==> src/rtl/mult_div_unit.sv <==
// Radix-2 iterative signed multiply/divide engine feeding the HI/LO registers.
// Define MULTDIV_UNSIGNED_EN to add the is_unsigned port (multu/divu semantics).
module mult_div_unit #(
    parameter int WIDTH = 32
) (
    input  logic             clk,
    input  logic             reset,
    input  logic             start_mult,
    input  logic             start_div,
    input  logic [WIDTH-1:0] a,
    input  logic [WIDTH-1:0] b,
`ifdef MULTDIV_UNSIGNED_EN
    input  logic             is_unsigned,
`endif
    output logic [WIDTH-1:0] hi,
    output logic [WIDTH-1:0] lo,
    output logic             busy,
    output logic             done,
    output logic             div_zero
);

    // state | meaning
    // IDLE  | waiting for start_mult / start_div
    // MULT  | shift-add iterations, then write product
    // DIV   | restoring-division iterations on magnitudes
    // FIX   | apply quotient/remainder signs, write result
    // DZERO | divisor was zero, report it next cycle
    // DONE  | result pulse cycle, starts ignored
    localparam int CW = $clog2(WIDTH + 1);

    typedef enum logic [2:0] {IDLE, MULT, DIV, FIX, DZERO, DONE} stateType;

    stateType             state, stateNext;
    logic [CW-1:0]        cnt, cntNext;
    logic [2*WIDTH-1:0]   prod, prodNext;
    logic [WIDTH-1:0]     operand, operandNext;
    logic [WIDTH-1:0]     rem, remNext;
    logic [WIDTH-1:0]     quot, quotNext;
    logic                 negResult, negResultNext;
    logic                 negRem, negRemNext;
    logic [WIDTH-1:0]     hiNext, loNext;
    logic                 busyNext, doneNext, divZeroNext;

    logic                 unsignedOp;
    logic                 aNeg, bNeg;
    logic [WIDTH-1:0]     aMag, bMag;
    logic [WIDTH:0]       partialSum;
    logic [2*WIDTH-1:0]   prodStep, prodFinal;
    logic [WIDTH:0]       shifted, divisorExt;
    logic                 divGe;
    logic [WIDTH-1:0]     remStep, quotStep;
    logic [WIDTH-1:0]     quotFinal, remFinal;

`ifdef MULTDIV_UNSIGNED_EN
    assign unsignedOp = is_unsigned;
`else
    assign unsignedOp = 1'b0;
`endif

    assign aNeg = ~unsignedOp & a[WIDTH-1];
    assign bNeg = ~unsignedOp & b[WIDTH-1];
    assign aMag = aNeg ? -a : a;
    assign bMag = bNeg ? -b : b;

    // Multiply step: conditionally add multiplicand to the upper half, then shift right with carry.
    assign partialSum = {1'b0, prod[2*WIDTH-1:WIDTH]} + (prod[0] ? {1'b0, operand} : '0);
    assign prodStep   = {partialSum, prod[WIDTH-1:1]};
    assign prodFinal  = negResult ? -prod : prod;

    // Divide step: the partial remainder stays below the divisor, so W bits hold it between steps.
    assign shifted    = {rem, quot[WIDTH-1]};
    assign divisorExt = {1'b0, operand};
    assign divGe      = shifted >= divisorExt;
    assign remStep    = divGe ? WIDTH'(shifted - divisorExt) : shifted[WIDTH-1:0];
    assign quotStep   = {quot[WIDTH-2:0], divGe};
    assign quotFinal  = negResult ? -quot : quot;
    assign remFinal   = negRem ? -rem : rem;

    always_comb begin
        stateNext     = state;
        cntNext       = cnt;
        prodNext      = prod;
        operandNext   = operand;
        remNext       = rem;
        quotNext      = quot;
        negResultNext = negResult;
        negRemNext    = negRem;
        hiNext        = hi;
        loNext        = lo;
        busyNext      = busy;
        doneNext      = 1'b0;
        divZeroNext   = 1'b0;

        case (state)
            IDLE: begin
                if (start_mult) begin
                    stateNext     = MULT;
                    cntNext       = CW'(WIDTH);
                    prodNext      = {{WIDTH{1'b0}}, bMag};
                    operandNext   = aMag;
                    negResultNext = aNeg ^ bNeg;
                    negRemNext    = 1'b0;
                    busyNext      = 1'b1;
                end else if (start_div) begin
                    stateNext     = (b == '0) ? DZERO : DIV;
                    cntNext       = CW'(WIDTH);
                    remNext       = '0;
                    quotNext      = aMag;
                    operandNext   = bMag;
                    negResultNext = aNeg ^ bNeg;
                    negRemNext    = aNeg;
                    busyNext      = 1'b1;
                end
            end
            MULT: begin
                if (cnt != '0) begin
                    prodNext = prodStep;
                    cntNext  = cnt - CW'(1);
                end else begin
                    hiNext    = prodFinal[2*WIDTH-1:WIDTH];
                    loNext    = prodFinal[WIDTH-1:0];
                    doneNext  = 1'b1;
                    busyNext  = 1'b0;
                    stateNext = DONE;
                end
            end
            DIV: begin
                if (cnt != '0) begin
                    remNext  = remStep;
                    quotNext = quotStep;
                    cntNext  = cnt - CW'(1);
                end else begin
                    stateNext = FIX;
                end
            end
            FIX: begin
                hiNext    = remFinal;
                loNext    = quotFinal;
                doneNext  = 1'b1;
                busyNext  = 1'b0;
                stateNext = DONE;
            end
            DZERO: begin
                doneNext    = 1'b1;
                divZeroNext = 1'b1;
                busyNext    = 1'b0;
                stateNext   = IDLE;
            end
            DONE: begin
                stateNext = IDLE;
            end
            default: begin
                stateNext = IDLE;
                busyNext  = 1'b0;
            end
        endcase
    end

    always_ff @(posedge clk or negedge reset) begin
        if (!reset) begin
            state     <= IDLE;
            cnt       <= '0;
            prod      <= '0;
            operand   <= '0;
            rem       <= '0;
            quot      <= '0;
            negResult <= 1'b0;
            negRem    <= 1'b0;
            hi        <= '0;
            lo        <= '0;
            busy      <= 1'b0;
            done      <= 1'b0;
            div_zero  <= 1'b0;
        end else begin
            state     <= stateNext;
            cnt       <= cntNext;
            prod      <= prodNext;
            operand   <= operandNext;
            rem       <= remNext;
            quot      <= quotNext;
            negResult <= negResultNext;
            negRem    <= negRemNext;
            hi        <= hiNext;
            lo        <= loNext;
            busy      <= busyNext;
            done      <= doneNext;
            div_zero  <= divZeroNext;
        end
    end

endmodule

==> config.mk <==
export PLATFORM = sky130hd
export DESIGN_NAME = mult_div_unit
export DESIGN_NICKNAME = d
export VERILOG_FILES = /design/src/rtl/mult_div_unit.sv
export SDC_FILE = /design/constraint.sdc
export NUM_CORES = 1
export LEC_CHECK = 0
export ABC_CLOCK_PERIOD_IN_PS = 3600
export BUFFER_PORTS_ARGS = -buffer_cell sky130_fd_sc_hd__buf_4
export CORE_ASPECT_RATIO = 0.5
export CORE_UTILIZATION = 50
export DETAILED_ROUTE_END_ITERATION = 6
export PLACE_DENSITY = 0.71
export SLEW_MARGIN = 20
export SYNTH_ARGS = -nofsm -noshare
export SYNTH_HDL_FRONTEND = slang
export SYNTH_SLANG_ARGS = --single-unit
export TNS_END_PERCENT = 10
==> constraint.sdc <==
create_clock -name clk -period 3.6 [get_ports clk]
set_input_delay 0.18 -clock clk [delete_from_list [all_inputs] [get_ports clk]]
set_output_delay 0.18 -clock clk [all_outputs]
set_load 0.02 [all_outputs]
==> results.md, run 1 <==
* MaxCap Viol Count at 0
* # nets final at about 2,400
* GR Util met1 at 0.486
* Post-Syn Area per Cell at 8.27 um2
* Core ar. at between 0.03 and 0.04 mm2
* Fin area at between 0.02 and 0.025 mm2
* Syn Inst Count at 2,152
* Antenna Violating Nets Remaining at 0
* Post-route setup TNS at 0 ps
* Power Density at roughly 1000 mW/mm2
* GR met2 Demand/Resource at 0.510
* Asr flop ratio synth at 1.00
* Largest net degree at the start of global routing at 84
* Dpl hpwl at 46,700 um
* CP Max Fanout at 5
* Hold path endpoint: quot[4]
* Share of cells above drive strength 1 at 0.127
* Initial Utilization at 0.512
* Fmax at ~290 MHz
* Diode count at 0
* Netlist cell types at 73
* Routing usage on met3 at 0.0578
* Final RePlAce weighted congestion at a little over 1
* Routed length per instance at between 20 and 25 um
* Vias per cell at between 6 and 7
* Slew @ Worst Pin at about 980 ps
* Syn Nets at ~2,300
* Switching share of total power at 0.510
* CTS Root Cell: clkbuf_16
* Total CTS buffers at 24
* Area Overhead vs Synth at 14.8%
* Period utilization at 0.962
* Reg power frac at 0.263
* Total Routed Length at 61,500 um
* P_int at roughly 10,000 uW
* CP Capture Type: register
* Post-synth top flop: dfrtp_1
* Req. time, crit path at 4050 ps
* Ys Warns at 0
* Yosys top cell area share at 0.335
* Worst Skew at 34.2 ps
* Die Span X at 269 um
* Psw at 10,500 uW
* Die area at around 0.036 mm2
* Skew-Pair Late Insertion Delay at a little under 600 ps
* Cell row count at between 40 and 50
* RR Endpoint: prod[63]
* Htree depth at 1
* Tmin final at 3460 ps
* Bufs on Longest Clock Path at 3
* Seq cells post-synth at ~240
* Most numerous cell in the Yosys netlist: nand2_1
* Depth of the worst register-to-register path at 12
* Slew HR at 0.343
* Cell area after synthesis at about 0.018 mm2
* Clock Power Share at 0.123
* Clock transition at the registers of the reported paths at 70 ps
* Hold path depth at 3
* # DRC at 0
* CTS tree: yes
* Vias at ~18,000
* FF-to-FF setup slack at ~140 ps
* HP Start: a[4]
* Initial antenna violation count at 3
* First-pass GRT wire length at ~94,000 um
* Combinational Power Share at 0.614
* Lkg Pwr at between 0.009 and 0.01 uW
* Post-synth top cells: nand2_1, dfrtp_1, o21ai_0
* Reg-to-reg startpoint: prod[0]
* Worst Hold Class: in2reg
* Most Used Layer, Global Route: met2
* Leading area contributor after synthesis: dfrtp_1
* Register area share after synthesis at 0.335
* RSZ-0062 raised after global routing: no
* DR iter-0 viols at 2,163
* Post-synth EDFFs at 0
* Final slew viol count at 0
* Buffers on Ports at approximately 130
* CTS sink count at 238
* # setup viols final at 0
* Startpoint Class: register
* Tot Pwr at around 21,000 uW
* Congestion Overflow GR at 0
* Crit path kind: reg2reg
* VDD IR max at 0.494 mV
* Synth top area cells: dfrtp_1, xor2_1, o21ai_0
* Vias in the first global route at 15,900
* Die Height at ~140 um
* Io pins at between 100 and 150
* Placed cell areas at 0.0195 mm2
* DR pass1 iterations at 6
* Final hold vios at 0
* Global Route Usage Sum at 0.336
* Status: complete, no violations
* WP data arrival at between 3000 and 4000 ps
==> through the flow <==
| stage | instances | util | setup slack, ps | hold slack (ps) |
|---|---|---|---|---|
| 2_1_floorplan | 2152 | - | 488 | -116 |
| 3_3_place_gp | 2702 | 0.561 | 246 | 232 |
| 3_5_place_dp | 2702 | 0.561 | 168 | 235 |
| 4_1_cts | 2757 | 0.587 | 124 | 0.935 |
| 5_1_grt | 2759 | 0.588 | 27.7 | 0.565 |
| 6_report | 2759 | 0.588 | 135 | 2.87 |
==> cells in the final DEF, fill, tap and decap left out, types with 64 or more instances in the layout <==
cell	instances
nand3_1	73
nor2_1	147
ha_1	70
nand2_1	243
xnor2_1	64
inv_1	74
buf_4	201
xor2_1	161
a21oi_1	108
dfrtp_1	237
o21ai_0	233
==> kinds of logic after synthesis <==
family	synth area share
AOI/OAI and AO/OA	0.256
and+or+nand+nor	0.176
DFF	0.335
xor gates and xnor gates	0.111
buffers and inverters	0.0427
adders and majority gates	0.0515
muxes	0.0285
==> registers in the layout, summed over array words and instances (netlist names) <==
register and cells:
prod 64, hi 32, lo 32, operand 32, quot 32, rem 32
cnt 6, state 3, busy 1, div_zero 1, done 1, negRem 1
negResult 1
==> per-layer routing <==
layer  vias up  share of wire  wire length, um
met1      8433           0.43            26600
li1       8082              -                -
met4         0          0.035             2150
met3       130          0.096             5920
met5         -              0                0
met2       857           0.44            26800
==> how the worst max path moves through the flow <==
stage | start | to | cells after the start
2_1_floorplan | prod[0] | prod[63] | 12
3_3_place_gp | prod[0] | prod[56] | 13
3_5_place_dp | prod[0] | prod[56] | 13
4_1_cts | operand[1] | rem[12] | 12
5_1_grt | prod[0] | prod[63] | 12
6_report | prod[0] | prod[63] | 12
==> power groups by stage <==
stage,combinational (uW),sequential (uW),clock [uW]
3_5_place_dp,12400,5360,0
3_3_place_gp,12200,5340,0
6_report,12700,5420,2540
4_1_cts,12400,5340,2540
2_1_floorplan,8250,5310,0
5_1_grt,13800,5530,2650
==> cell type report <==
type,instances,area [um2]
Timing Repair Buffer,218,1700
Clock buffer,33,664
Sequential cell,238,5960
Clock inverter,8,85.1
Fill cell,3125,14300
Tap cell,475,594
Multi-Input combinational cell,1712,11100
Inverter,75,282
==> worst max-delay path, stage by stage, from the launching register on <==
cell	delay, ps
dfrtp_1	500
inv_1	150
nor2_1	250
ha_1	330
a21o_1	220
or3_1	330
o2111a_1	290
o21ai_0	390
nand2_1	170
a211oi_1	250
buf_4	170
o21ai_0	90
a22o_1	180
==> timing repair <==
item,4_1_cts,5_1_grt
gates resized for setup,0,5
hold buffers,14,0
endpoints found under the setup margin,0,29
endpoints found under the hold margin,94,0
setup buffers,0,2
No activity file was read; power rests on OpenSTA's default activity.
==> run 2: changes to the inputs <==
--- a/config.mk
+++ b/config.mk
@@ -11,6 +11,7 @@
 export CORE_UTILIZATION = 50
 export DETAILED_ROUTE_END_ITERATION = 6
 export PLACE_DENSITY = 0.71
+export REMOVE_ABC_BUFFERS = 1
 export SLEW_MARGIN = 20
 export SYNTH_ARGS = -nofsm -noshare
 export SYNTH_HDL_FRONTEND = slang
==> results.md, run 2 (synthesis gave the netlist of run 1 again) <==
* Slew @ Worst Pin at 1060 ps (+78.8 ps)
* CP Max Fanout at 12 (+7)
* Setup slack after layout at 115 ps (-19.9 ps)
* CTS tree: yes
* Max reg flops at 64 (unchanged)
* Slowest CP cell: nor4_1
* Crit path kind: reg2reg
* Fill cells at 3,156 (+0.99%)
* Hold WS at 11.9 ps (+9.07 ps)
* CTS Root Cell: clkbuf_16
* Dpl hpwl at 44,400 um (-5.0%)
* Final slew viol count at 0 (unchanged)
* Post-Route M1 WL at 27,000 um (+1.6%)
* Most common cell after layout, fill and taps aside: nand2_1
* Period utilization at 0.968 (+0.00553)
* Crit path cell chain: or4_1, nor4_1, nand4_1, buf_4, or3_1, o41ai_2, xor2_1, a211o_1, o21ai_0
* Fmax at 287 MHz (-0.57%)
* # nets final at 2,396 (-0.54%)
* Io pins at 135 (unchanged)
* Worst Hold Class: in2reg
* Total CTS buffers at 25 (+4.2%)
* Most frequent cells in the layout: nand2_1, dfrtp_1, o21ai_0
* Slew HR at 0.292 (-0.0509)
* Worst Skew at 17.2 ps (-17.0 ps)
* Top sig layer: met4
* Congestion Overflow GR at 0 (unchanged)
* DR WL met2 at 25,400 um (-5.3%)
* Routed length per instance at 21.9 um (-1.6%)
* Initial antenna violation count at 0 (-3)
* RSZ-0062 raised after global routing: yes
* Core ar. at 0.0348 mm2 (unchanged)
* Htree depth at 1 (unchanged)
* DR iter-0 viols at 2,025 (-6.4%)
* Status: complete, no violations
* CTS sink count at 238 (unchanged)
* Power Density at 1010 mW/mm2 (about the same)
* Post-Place Worst Slack at 230 ps (+62.0 ps)
* WP data arrival at 3960 ps (+50 ps)
* DR pass1 iterations at 6 (unchanged)
* Vias per cell at 6.34 (about the same)
* First-pass GRT wire length at 93,100 um (-0.58%)
* # setup viols final at 0 (unchanged)
* Initial Utilization at 0.512 (unchanged)
* Die Height at 135 um (unchanged)
* Lkg Pwr at 0.00912 uW (about the same)
* CP Capture Type: register
* Buffers on Ports at 134 (unchanged)
* Die Span X at 269 um (unchanged)
* Tmin final at 3480 ps (+19.9 ps)
* Die area at 0.0364 mm2 (unchanged)
* Antenna Violating Nets Remaining at 0 (unchanged)
* Slowest cell delay on critical path at 700 ps (+200 ps)
* Total Routed Length at 60,300 um (-1.9%)
* Reg with most FFs: prod
* Cell row count at 48 (unchanged)
* Vias in the first global route at 16,100 (+1.4%)
* Req. time, crit path at 4080 ps (+30 ps)
* Area Overhead vs Synth at 15.1%
* Global Route Usage Sum at 0.331 (-0.00497)
* FF-to-FF setup slack at 120 ps (-20 ps)
* Diode count at 0 (unchanged)
* Post-route setup TNS at 0 ps (unchanged)
* Final RePlAce weighted congestion at 0.978 (-3.3%)
* Largest net degree at the start of global routing at 115 (+37%)
* Crit-path leading delay family: simple AND/OR/NAND/NOR gates
* Skew-Pair Late Insertion Delay at 560 ps (-20 ps)
* Bufs on Longest Clock Path at 3 (unchanged)
* Final hold vios at 0 (unchanged)
* # DRC at 0 (unchanged)
* Vias at 17,400 (-0.35%)
* VDD IR max at 0.704 mV (+42%)
* Startpoint Class: register
* Worst path buffer plus inverter count at 1 (-1)
* Clock transition at the registers of the reported paths at 70 ps (about the same)
* Share of cells above drive strength 1 at 0.124 (-0.00302)
* DR WL met3 at 6040 um (+2.0%)
* MaxCap Viol Count at 0 (unchanged)
-- run 2: changes by cell type in the layout (fill, tap and decap cells not counted), sizes merged --
cell      previous run  this run
inv                 75        76
buf                204       190
clkbuf              33        32
clkinvlp             2         4
bufinv               1         4
-- run 2: worst paths after layout --
| kind | start | end | depth (start not counted) |
|---|---|---|---|
| max in group asynchronous | reset | prod[56] | 3 |
| min in group asynchronous | reset | prod[9] | 2 |
| worst max-delay path | prod[18] | hi[27] | 9 |
| worst min-delay path | a[20] | quot[20] | 3 |
| worst max register to register | prod[18] | hi[27] | 9 |
| worst min register to register | operand[18] | operand[18] | 2 |
-- run 2: report_power, final --
| group | leakage, uW | total (uW) | internal [uW] | switching (uW) |
|---|---|---|---|---|
| logic | 0.00572 | 12400 | 4830 | 7600 |
| clock network | 0.000416 | 2870 | 1640 | 1230 |
| registers | 0.00299 | 5410 | 3890 | 1510 |
| total | 0.00912 | 20700 | 10400 | 10300 |
-- run 2: cell type report --
| cell class | count | area (um2) | share of cell area |
|---|---|---|---|
| clock inverters | 14 | 195 | 0.00953 |
| clock buffers | 32 | 682 | 0.0333 |
| inverters | 75 | 282 | 0.0137 |
| repair buffers | 204 | 1640 | 0.0799 |
| well taps | 475 | 594 | 0.0290 |
| multi-input cells | 1712 | 11100 | 0.544 |
| flip-flops and latches | 238 | 5960 | 0.291 |
-- run 2: worst reg2reg max path: stages (launching register included) --
cell and delay, ps:
dfrtp_1 430, or4_1 640, nor4_1 700, nand4_1 180, buf_4 240, or3_1 450
o41ai_2 270, xor2_1 140, a211o_1 300, o21ai_0 60
-- run 2: layer usage --
layer | global-route usage | vias up
li1 | - | 8084
met1 | 0.476 | 8444
met2 | 0.479 | 791
met3 | 0.0889 | 122
met4 | 0.108 | 0
met5 | 0 | -
-- run 2: timing repair --
action	4_1_cts	5_1_grt
setup buffers	0	0
endpoints found under the hold margin	126	0
endpoints found under the setup margin	0	12
hold buffers	14	0
gates resized for setup	0	1
-- run 2: metrics by stage --
stage               utilization  instance area [um2]  power (uW)  instances
detailed placement        0.560                19500       17500       2690
floorplan                     -                17300       13600       2025
finish                    0.589                20500       20700       2750
CTS                       0.589                20500       20500       2750
global placement          0.560                19500       17400       2690
global route              0.589                20500       22200       2750
==> run 3: changes to the inputs <==
--- a/config.mk
+++ b/config.mk
@@ -5,12 +5,12 @@
 export SDC_FILE = /design/constraint.sdc
 export NUM_CORES = 1
 export LEC_CHECK = 0
-export ABC_CLOCK_PERIOD_IN_PS = 3600
+export ABC_CLOCK_PERIOD_IN_PS = 4000
 export BUFFER_PORTS_ARGS = -buffer_cell sky130_fd_sc_hd__buf_4
 export CORE_ASPECT_RATIO = 0.5
 export CORE_UTILIZATION = 50
 export DETAILED_ROUTE_END_ITERATION = 6
-export PLACE_DENSITY = 0.71
+export PLACE_DENSITY = 0.68
 export REMOVE_ABC_BUFFERS = 1
 export SLEW_MARGIN = 20
 export SYNTH_ARGS = -nofsm -noshare
==> constraint.sdc (replaced) <==
create_clock -name clk -period 4 [get_ports clk]
set_input_delay 0.2 -clock clk [delete_from_list [all_inputs] [get_ports clk]]
set_output_delay 0.2 -clock clk [all_outputs]
set_load 0.02 [all_outputs]
==> results.md, run 3 (synthesis gave the netlist of run 1 again) <==
* Worst Hold Class: in2reg
* Fin area at 0.0203 mm2 (-0.88%)
* CTS Root Cell: clkbuf_16
* Congestion Overflow GR at 0 (unchanged)
* Fmax at 284 MHz (-0.96%)
* Depth of the worst register-to-register path at 13 (+4)
* Crit path cell chain: inv_1, buf_4, nor2_1, ha_1, a21o_1, or3_1, o2111a_1, o21ai_0, nand2_1, a211oi_1, buf_4, xor2_1, o21ai_0
* CP Max Fanout at 8 (-4)
* Buffers on Ports at 134 (unchanged)
* Reg with most FFs: prod
* Fin util at 0.584 (-0.00518)
* Initial antenna violation count at 0 (unchanged)
* Crit-path leading delay family: compound AO/OA/AOI/OAI gates
* Dpl hpwl at 44,500 um (+0.29%)
* Worst Skew at 10.6 ps (-6.60 ps)
* Fill cells at 3,194 (+1.2%)
* Startpoint Class: register
* Slowest CP cell: dfrtp_1
* Max reg flops at 64 (unchanged)
* Slowest cell delay on critical path at 450 ps (-250 ps)
* # setup viols final at 0 (unchanged)
* Crit path kind: reg2reg
* Share of cells above drive strength 1 at 0.120 (-0.00316)
* Total CTS buffers at 25 (unchanged)
* Antenna Violating Nets Remaining at 0 (unchanged)
* Htree depth at 1 (unchanged)
* Bufs on Longest Clock Path at 3 (unchanged)
* Hold WS at 6.02 ps (-5.92 ps)
* Clock transition at the registers of the reported paths at 60 ps (about the same)
* Final slew viol count at 0 (unchanged)
* Most frequent cells in the layout: nand2_1, dfrtp_1, o21ai_0
* FF-to-FF setup slack at 480 ps (+370 ps)
* Period utilization at 0.880 (-0.0884)
* Final hold vios at 0 (unchanged)
* Worst path buffer plus inverter count at 3 (+2)
* Vias at 17,200 (-1.4%)
* Routed length per instance at 22.1 um (+0.57%)
* Setup slack after layout at 481 ps (+366 ps)
* Hold path endpoint: quot[25]
* CTS sink count at 238 (unchanged)
* Post CTS Setup Buffer Count at 0 (unchanged)
* Final RePlAce weighted congestion at 0.963 (-1.6%)
* Skew-Pair Late Insertion Delay at 560 ps (about the same)
* HP Start: a[25]
* Status: complete, no violations
* Post_cts resized at 0 (unchanged)
* # nets final at 2,382 (-0.58%)
* Io pins at 135 (unchanged)
* Reg-to-reg startpoint: prod[0]
* Lkg Pwr at 0.00906 uW (-0.70%)
* Largest net degree at the start of global routing at 101 (-12%)
* Slew @ Worst Pin at 942 ps (-120 ps)
* Cell row count at 48 (unchanged)
* Post-CTS Hold Fix Bufs at 6 (-8)
* VDD IR max at 0.515 mV (-27%)
* Tmin final at 3520 ps (+33.7 ps)
* Total Routed Length at 60,300 um (about the same)
* Die area at 0.0364 mm2 (unchanged)
* RR Endpoint: prod[55]
* Vias per cell at 6.29 (-0.82%)
* Post-route setup TNS at 0 ps (unchanged)
* Die Span X at 269 um (unchanged)
* Req. time, crit path at 4420 ps (+340 ps)
* Slew HR at 0.370 (+0.0780)
* CP Capture Type: register
* Core ar. at 0.0348 mm2 (unchanged)
* Die Height at 135 um (unchanged)
* WP data arrival at 3940 ps (-20 ps)
* First-pass GRT wire length at 92,500 um (-0.57%)
* Area Overhead vs Synth at 14.1%
* DR pass1 iterations at 6 (unchanged)
* Global Route Usage Sum at 0.332 (+0.00103)
* Post-Place Worst Slack at 535 ps (+305 ps)
* Diode count at 0 (unchanged)
* # DRC at 0 (unchanged)
* DR iter-0 viols at 1,734 (-14%)
* Power Density at 901 mW/mm2 (-11%)
* Hold path depth at 3 (unchanged)
* Most common cell after layout, fill and taps aside: nand2_1
* Initial Utilization at 0.512 (unchanged)
* Vias in the first global route at 15,700 (-2.5%)
* Placed cell areas at 0.0194 mm2 (-0.10%)
* CTS tree: yes
* RSZ-0062 raised after global routing: no
* MaxCap Viol Count at 0 (unchanged)
[run 3: final cells by class]
cell class,count,area (um2),area share
Timing Repair Buffer,190,1540,0.0757
Tap cell,475,594,0.0293
Multi-Input combinational cell,1712,11100,0.549
Clock inverter,10,85.1,0.00419
Clock buffer,35,713,0.0351
Inverter,75,282,0.0139
Sequential cell,238,5960,0.293
[run 3: worst max-delay path by stage]
stage	startpoint	end	slack, ps	cells after the start
detailed placement	prod[0]	prod[63]	530	13
global placement	prod[0]	prod[63]	610	13
finish	prod[0]	prod[55]	480	13
global route	prod[0]	prod[55]	340	13
CTS	prod[0]	prod[63]	530	13
floorplan	rem[2]	quot[0]	-1550	9
[run 3: power by group]
part / leakage (uW) / switching [uW] / internal, uW
Combinational: 0.00567 / 6820 / 4280
Clock: 0.000396 / 1060 / 1310
Sequential: 0.00299 / 1330 / 3510
Total: 0.00906 / 9210 / 9090
[run 3: per-stage QoR]
step / power (uW) / instances
after floorplan: 12200 / 2025
after CTS: 18100 / 2735
after global placement: 15600 / 2684
after global routing: 19600 / 2735
after detailed placement: 15700 / 2684
final: 18300 / 2735
[run 3: layer usage]
metal	vias to the layer above	global-route usage	wire, um
met5	-	0	0
met2	729	0.485	25400
met4	0	0.0780	1380
li1	8029	-	-
met1	8356	0.493	27800
met3	90	0.0762	5690
[run 3: worst min-delay path, stage by stage]
cell	delay [ps]
buf_4	90
xor2_1	90
o21ai_0	130
